--- config.mk ---
export PLATFORM = sky130hd
export DESIGN_NAME = mips_encode_queue
export DESIGN_NICKNAME = d
export VERILOG_FILES = /design/src/rtl/mips_encode_queue.sv
export SDC_FILE = /design/constraint.sdc
export NUM_CORES = 1
export LEC_CHECK = 0
export ABC_AREA = 1
export CORE_ASPECT_RATIO = 1.75
export CORE_MARGIN = 2
export CORE_UTILIZATION = 58
export CTS_BUF_LIST = sky130_fd_sc_hd__clkbuf_16
export DETAILED_ROUTE_END_ITERATION = 8
export PLACE_DENSITY_LB_ADDON = 0.3
export SKIP_LAST_GASP = 1
export SLEW_MARGIN = 20
export SYNTH_ARGS = -nofsm -noshare
export SYNTH_HDL_FRONTEND = slang
export SYNTH_SLANG_ARGS = --single-unit
--- constraint.sdc ---
create_clock -name clock -period 5.6 [get_ports clock]
set_input_delay 1.68 -clock clock [delete_from_list [all_inputs] [get_ports clock]]
set_output_delay 1.68 -clock clock [all_outputs]
set_load 0.02 [all_outputs]
--- src/rtl/mips_encode_queue.sv ---
// MIPS ALU-request encoder feeding a 4-entry instruction-word FIFO.
// Illegal requests are dropped, flagged with a one-cycle pulse and counted.
module mips_encode_queue (
  input  logic        clock,
  input  logic        reset,
  input  logic        in_valid,
  output logic        in_ready,
  input  logic [2:0]  alu_op,
  input  logic [1:0]  alu_src2,
  input  logic        is_unsigned,
  input  logic [4:0]  rs,
  input  logic [4:0]  rt,
  input  logic [4:0]  rd,
  input  logic [15:0] imm,
  output logic        out_valid,
  input  logic        out_ready,
  output logic [31:0] instr,
  output logic        except,
  output logic [7:0]  illegal_count,
  output logic [2:0]  level
);

  localparam int unsigned Depth = 4;

  logic [31:0] mem_q [Depth];
  logic [1:0]  wr_ptr_q, rd_ptr_q;
  logic [2:0]  level_q;
  logic        except_q;
  logic [7:0]  illegal_count_q;

  logic        legal;
  logic [31:0] word;
  logic [5:0]  funct;
  logic [5:0]  opcode;
  logic        accept, push, pop, illegal_acc;

  // Decode the request into an instruction word and a legality flag.
  always_comb begin
    legal  = 1'b0;
    funct  = 6'h00;
    opcode = 6'h00;
    word   = 32'h0;
    unique case (alu_src2)
      2'd0: begin
        legal = 1'b1;
        case (alu_op)
          3'd2:    funct = is_unsigned ? 6'h21 : 6'h20;
          3'd3:    funct = 6'h22;
          3'd4:    funct = 6'h24;
          3'd5:    funct = 6'h25;
          3'd6:    funct = 6'h27;
          3'd7:    funct = 6'h26;
          default: legal = 1'b0;
        endcase
        word = {6'h00, rs, rt, rd, 5'd0, funct};
      end
      2'd1: begin
        if (alu_op == 3'd2) begin
          legal  = 1'b1;
          opcode = is_unsigned ? 6'h09 : 6'h08;
        end
        // I-type destination sits in the rt field; the rt input is unused.
        word = {opcode, rs, rd, imm};
      end
      2'd2: begin
        legal = 1'b1;
        case (alu_op)
          3'd4:    opcode = 6'h0C;
          3'd5:    opcode = 6'h0D;
          3'd7:    opcode = 6'h0E;
          default: legal = 1'b0;
        endcase
        word = {opcode, rs, rd, imm};
      end
      default: legal = 1'b0;
    endcase
  end

  // Handshake qualification; a full FIFO refuses even when popping this cycle.
  always_comb begin
    in_ready    = (level_q != 3'd4);
    out_valid   = (level_q != 3'd0);
    accept      = in_valid & in_ready;
    push        = accept & legal;
    illegal_acc = accept & ~legal;
    pop         = out_valid & out_ready;
  end

  // FIFO storage; contents need no reset since level gates visibility.
  always_ff @(posedge clock) begin
    if (!reset && push) begin
      mem_q[wr_ptr_q] <= word;
    end
  end

  // Pointers, occupancy, illegal-request pulse and saturating counter.
  always_ff @(posedge clock) begin
    if (reset) begin
      wr_ptr_q        <= 2'd0;
      rd_ptr_q        <= 2'd0;
      level_q         <= 3'd0;
      except_q        <= 1'b0;
      illegal_count_q <= 8'd0;
    end else begin
      if (push) wr_ptr_q <= wr_ptr_q + 2'd1;
      if (pop)  rd_ptr_q <= rd_ptr_q + 2'd1;
      case ({push, pop})
        2'b10:   level_q <= level_q + 3'd1;
        2'b01:   level_q <= level_q - 3'd1;
        default: level_q <= level_q;
      endcase
      except_q <= illegal_acc;
      if (illegal_acc && illegal_count_q != 8'hFF) begin
        illegal_count_q <= illegal_count_q + 8'd1;
      end
    end
  end

  assign instr         = mem_q[rd_ptr_q];
  assign except        = except_q;
  assign illegal_count = illegal_count_q;
  assign level         = level_q;

endmodule

-- Yosys cells after proc, flatten, opt, wreduce, memory -nomap -nowiden
Memory sizes are Yosys's and may differ from the RTL's. A register that Yosys moved wholly into a read port is not among the register bits.
Index checks and enable logic that the tools add are counted.
- add/sub/neg operators: 5
- multipliers: 0
- div/mod/pow operators: 0
- $lt $le $gt $ge: 0
- equal/unequal tests: 12
- shift-type cells: 0
- mux-type cells: 15
- bitwise gates (word level): 5
- reductions and logical operators: 8
- operator list (operator ; number):
    $pmux 30 s3 ; 1
    $pmux 6 s6 ; 1
    $eq 3x3->1 const B ; 4
    $pmux 4 s3 ; 1
    $add 8x1->8 const B ; 1
    $ne 8x8->1 const B ; 1
    $mux 1 ; 7
    $eq 3x2->1 const B ; 2
    $pmux 3 s2 ; 1
    $reduce_or 6->1 ; 1
    $add 2x1->2 const B ; 2
    $and 1x1->1 ; 4
    $eq 2x1->1 const B ; 2
    $eq 2x2->1 const B ; 2
    $mux 2 ; 2
    $mux 4 ; 1
    $add 3x1->3 const B ; 1
    $ne 3x3->1 const B ; 1
    $pmux 1 s3 ; 1
    $reduce_bool 3->1 ; 1
    $reduce_or 3->1 ; 1
    $sub 3x1->3 const B ; 1
    $logic_and 1x1->1 ; 2
    $logic_not 2->1 ; 1
    other kinds (3) ; 3
- register bits after elaboration: 16
- latch bits: 0
- RAM bits: 120
- bits in read-only memories: 0
- word-level logic and storage cells: 51
- memories: 1
- memory list (memory ; words ; bits a word ; read ports ; clocked after memory_dff ; write ports ; RTL line ; source):
    mem_q ; 4 ; 30 ; 1 ; 1 ; 1 ; 25 ; logic [31:0] mem_q [Depth];

-- Depth between registers and ports, before layout
- depth in word-level cells: 8
- depth in mapped cells: 12

-- Worst setup path before layout
Ideal clock, no wire load.
- path type: input to register
- from: input port alu_src2[0]
- to: memory mem_q[0][0] in the netlist's numbering (enable)
- setup time: 417 ps
- arrival: 3509 ps
- required time: 5183 ps
- path slack: 1674 ps
- stages on the path: 5
- path buffers: 0
- path through: nor2_4 > o21ai_4 > nand3_4 > nand3_1 > nor2_1
- word-level cells in the longest chain between the ends: 6
- RTL lines (item ; RTL line ; source):
    start: declaration ; 9 ; input logic [1:0] alu_src2,
    $eq 2x2->1, or another cell as far along ; 43 ; unique case (alu_src2)
    $pmux 1 s3 * ; 43 ;
    $and 1x1->1 * ; 84 ; push = accept & legal;
    $logic_and 1x1->1 * ; 91 ; if (!reset && push) begin
    $mux 1 * ; 91 ;
    $mux 1 (implied by the code) * ; 92 ; mem_q[wr_ptr_q] <= word;
    end: declaration ; 25 ;
Every way passes the cells marked *; elsewhere a longest branch is shown, timed or not.

==> results by group <==
CTS
  – # Post-CTS Setup Buffers: 0
  – Cts repair resizes: 0
  – CTS Buf Count: 17
  – # hold bufs at CTS: 0
  – Clock Latency Late Sink: 0.42 ns
  – CTS tree: built
  – H-tree levels: 4
  – CTS clock-pin slew for the worst setup and hold paths: 0.06 ns
  – CTS sink cnt: 138
  – CTS Root Cell: clkbuf_16
  – Clk buf depth: 2

Drt
  – Routed length per placed instance: roughly 18 µm
  – Routed WL: 13200 µm
  – Starting DRT DRC Count: ~280
  – Vias: roughly 4.3k
  – Vias per Instance: 5.84
  – Drt first pass iters: 6
  – Antenna viol nets, final: 0
  – DRC viols: 0

Timing
  – Period Utilization, post-route: 81.6%
  – Worst-Margin Slew: approximately 0.98 ns
  – Worst slew margin: ~35%
  – Setup TNS: 0 ns
  – RSZ-0062 raised after global routing: false
  – Worst Clk Skew: around 0.0062 ns
  – Hold Vio Cnt, Final: 0
  – Endpoints failing setup: 0
  – Highest clock rate: 219 MHz
  – Min Hold Slack: slightly below 0.5 ns
  – Final Critical Period: between 4 and 5 ns
  – Pins Over Slew Limit: 0

Synthesis
  – Post-synthesis mux area share: 0%
  – Register area share after synthesis: between 60% and 70%
  – Top cell type by total area after synthesis: edfxtp_1
  – Yosys top cell area share: 62.1%
  – Synth Area in Simple Gates: approximately 12%
  – Adder-Cell Fraction of Synth Area: under 10%
  – Mapped Cells: about 510
  – Yosys cell types: 32
  – Largest family of logic cells by synthesized area: simple AND/OR/NAND/NOR gates
  – Synth Flop Type: edfxtp_1
  – Most frequent cell after synthesis: edfxtp_1
  – Post-Syn Area per Cell: around 11 µm²
  – Top cells by area, synth: edfxtp_1 (62%), o21ai_0 (7.0%), dfxtp_1 (6.2%)
  – Synth Area in XOR/XNOR: less than 1%
  – Asr flop ratio synth: 0%
  – Number of synthesized flops with an enable pin: between 100 and 150
  – Complex-gate fraction of the synthesized area: roughly an eighth
  – Yosys warns: 0
  – Post-Synthesis Cell Area: roughly 5800 µm²
  – Post-synth top cells: edfxtp_1 (120), nor2_1 (85), o21ai_0 (81), inv_1 (44), nand2_1 (33)
  – #FFs+latches synth: 138

Floorplan
  – CORE AREA: 9790 µm²
  – Die height: ~140 µm
  – Top Ports: 87
  – Die Wd: 79.6 µm
  – Site Rows: between 40 and 50
  – Full die area: ~11000 µm²
  – Initial Utilization: approximately three fifths

Pwr
  – Leakage: 2.63 nW
  – Cell-internal power: about 2.1 mW
  – Clock Power Share: between 40% and 50%
  – Switching power: ~0.73 mW
  – Sw Ratio: between 20% and 30%
  – Combinational share of power: between 10% and 20%
  – Sequential Power Share: 41.2%
  – Maximum vdd drop: approximately 260 µV
  – PD cells: 381 nW/µm²

Setup path
  – Capture point of the worst reg-to-reg path: mem_q[0][22]
  – Critical path's slowest cell: inv_1
  – Req. time, crit path: about 4 ns
  – WS Path Type: reg2out
  – Crit end category: output pin
  – Setup slack, reg-to-reg: 3.15 ns
  – R2r worst-path depth: 6
  – CP peak stage delay: 0.71 ns
  – Critical Path AT: 2.89 ns
  – R2r startpoint: level[1]
  – CP Max Fanout: 31
  – CP delay by family, top: buffers and inverters
  – Buf/Inv on CP: 3
  – Startpoint Class: flip-flop
  – Cells along the critical path: buf_4, inv_1, o21ai_0, o22ai_1, clkdlybuf4s50_1

Min path
  – Min-delay worst type: reg2reg
  – Worst hold stages: 1
  – Hold Path Origin: rd_ptr_q[0]

GRT
  – Total track usage: about 25%
  – Vias in the first global route: between 4k and 5k
  – Global-route wire length before repair: ~20000 µm
  – Pin count of the biggest net entering global routing: 61
  – Initial antenna violation count: 0
  – GRT overflow: 0

Placement
  – Detailed placement HPWL: 8230 µm
  – Placed insts: 700
  – Gpl congestion: 0.909
  – Port bufs: 84

Layout
  – Share of cells above drive strength 1: 8.73%
  – Layout area overhead: 27.3%
  – Layout net count: 642
  – Antenna fix cells: 0
  – Cell Count, Final, Fillers Out: about 730

Outcome
  – Outcome: finished clean

Job
  – Max cap viols: 0
[power groups by stage]
stage | logic (mW) | registers [mW] | clock network [mW]
6_report | 0.486 | 1.16 | 1.17
3_5_place_dp | 0.479 | 1.18 | 0
2_1_floorplan | 0.265 | 1.18 | 0
5_1_grt | 0.524 | 1.16 | 1.20
3_3_place_gp | 0.470 | 1.18 | 0
4_1_cts | 0.485 | 1.16 | 1.17
[through the flow]
step	worst slack [ns]	power, mW	utilization, %	cell area [µm²]
floorplan	1.67	1.45	-	5810
global placement	1.30	1.65	69.0	6760
detailed placement	1.19	1.66	69.0	6760
CTS	0.982	2.81	75.4	7380
global route	0.915	2.88	75.4	7380
finish	1.03	2.81	75.4	7380
[worst max-delay path by stage]
stage | endpoint | slack, ns | cells past startpoint
after floorplan | mem_q[0][0] | 1.67 | 5
after global placement | mem_q[0][13] | 1.30 | 6
after detailed placement | mem_q[0][15] | 1.19 | 6
after CTS | instr[27] | 0.98 | 5
after global routing | instr[27] | 0.92 | 5
final | instr[27] | 1.03 | 5
[layout make-up]
class	count	area (µm²)
clock inverter	15	200
sequential	138	3970
fill	599	2400
inverter	46	173
timing repair buffer	88	871
tap	125	156
multi-input combinational	303	1590
clock buffer	17	425
[logic make-up after synthesis]
logic type                 Yosys count
buffers and inverters               71
DFF                                138
AOI/OAI and AO/OA                  132
other                                1
adders and majority gates            7
and+or+nand+nor                    158
xor gates and xnor gates             4
[per-layer routing]
layer / share of wire, % / global-route usage, %
met1: 35 / 25.7
met2: 55 / 44.3
met3: 5.9 / 6.18
met4: 4.1 / 17.0
met5: 0 / 0
[state kept, by name, summed over array words and instances (netlist names), named ones only]
register       cells
except             1
rd_ptr_q           2
level              3
wr_ptr_q           2
mem_q            120
illegal_count      8
[cell usage in the layout, fill, tap and decap left out, types with 3 or more instances in the layout]
cell,synthesis,routed
xor2_1,4,4
nand3_1,24,24
o22ai_1,31,31
clkdlybuf4s50_1,0,84
bufinv_16,0,4
clkinvlp_4,0,5
nor2_4,3,7
a21oi_1,18,18
nand2_2,3,3
dfxtp_1,18,17
clkbuf_16,0,17
ha_1,6,6
buf_4,3,4
nor2_1,85,81
nand2_1,33,33
o21ai_0,81,81
inv_1,44,45
edfxtp_1,120,120
[worst register-to-register path: cells and delay by family (launching register included)]
kind                   cells  cell delay, ns
AND/OR/NAND/NOR            5            1.52
flip-flops                 1            0.37
buffers and inverters      1            0.15
Note: power is estimated with default switching activity, not from simulation.
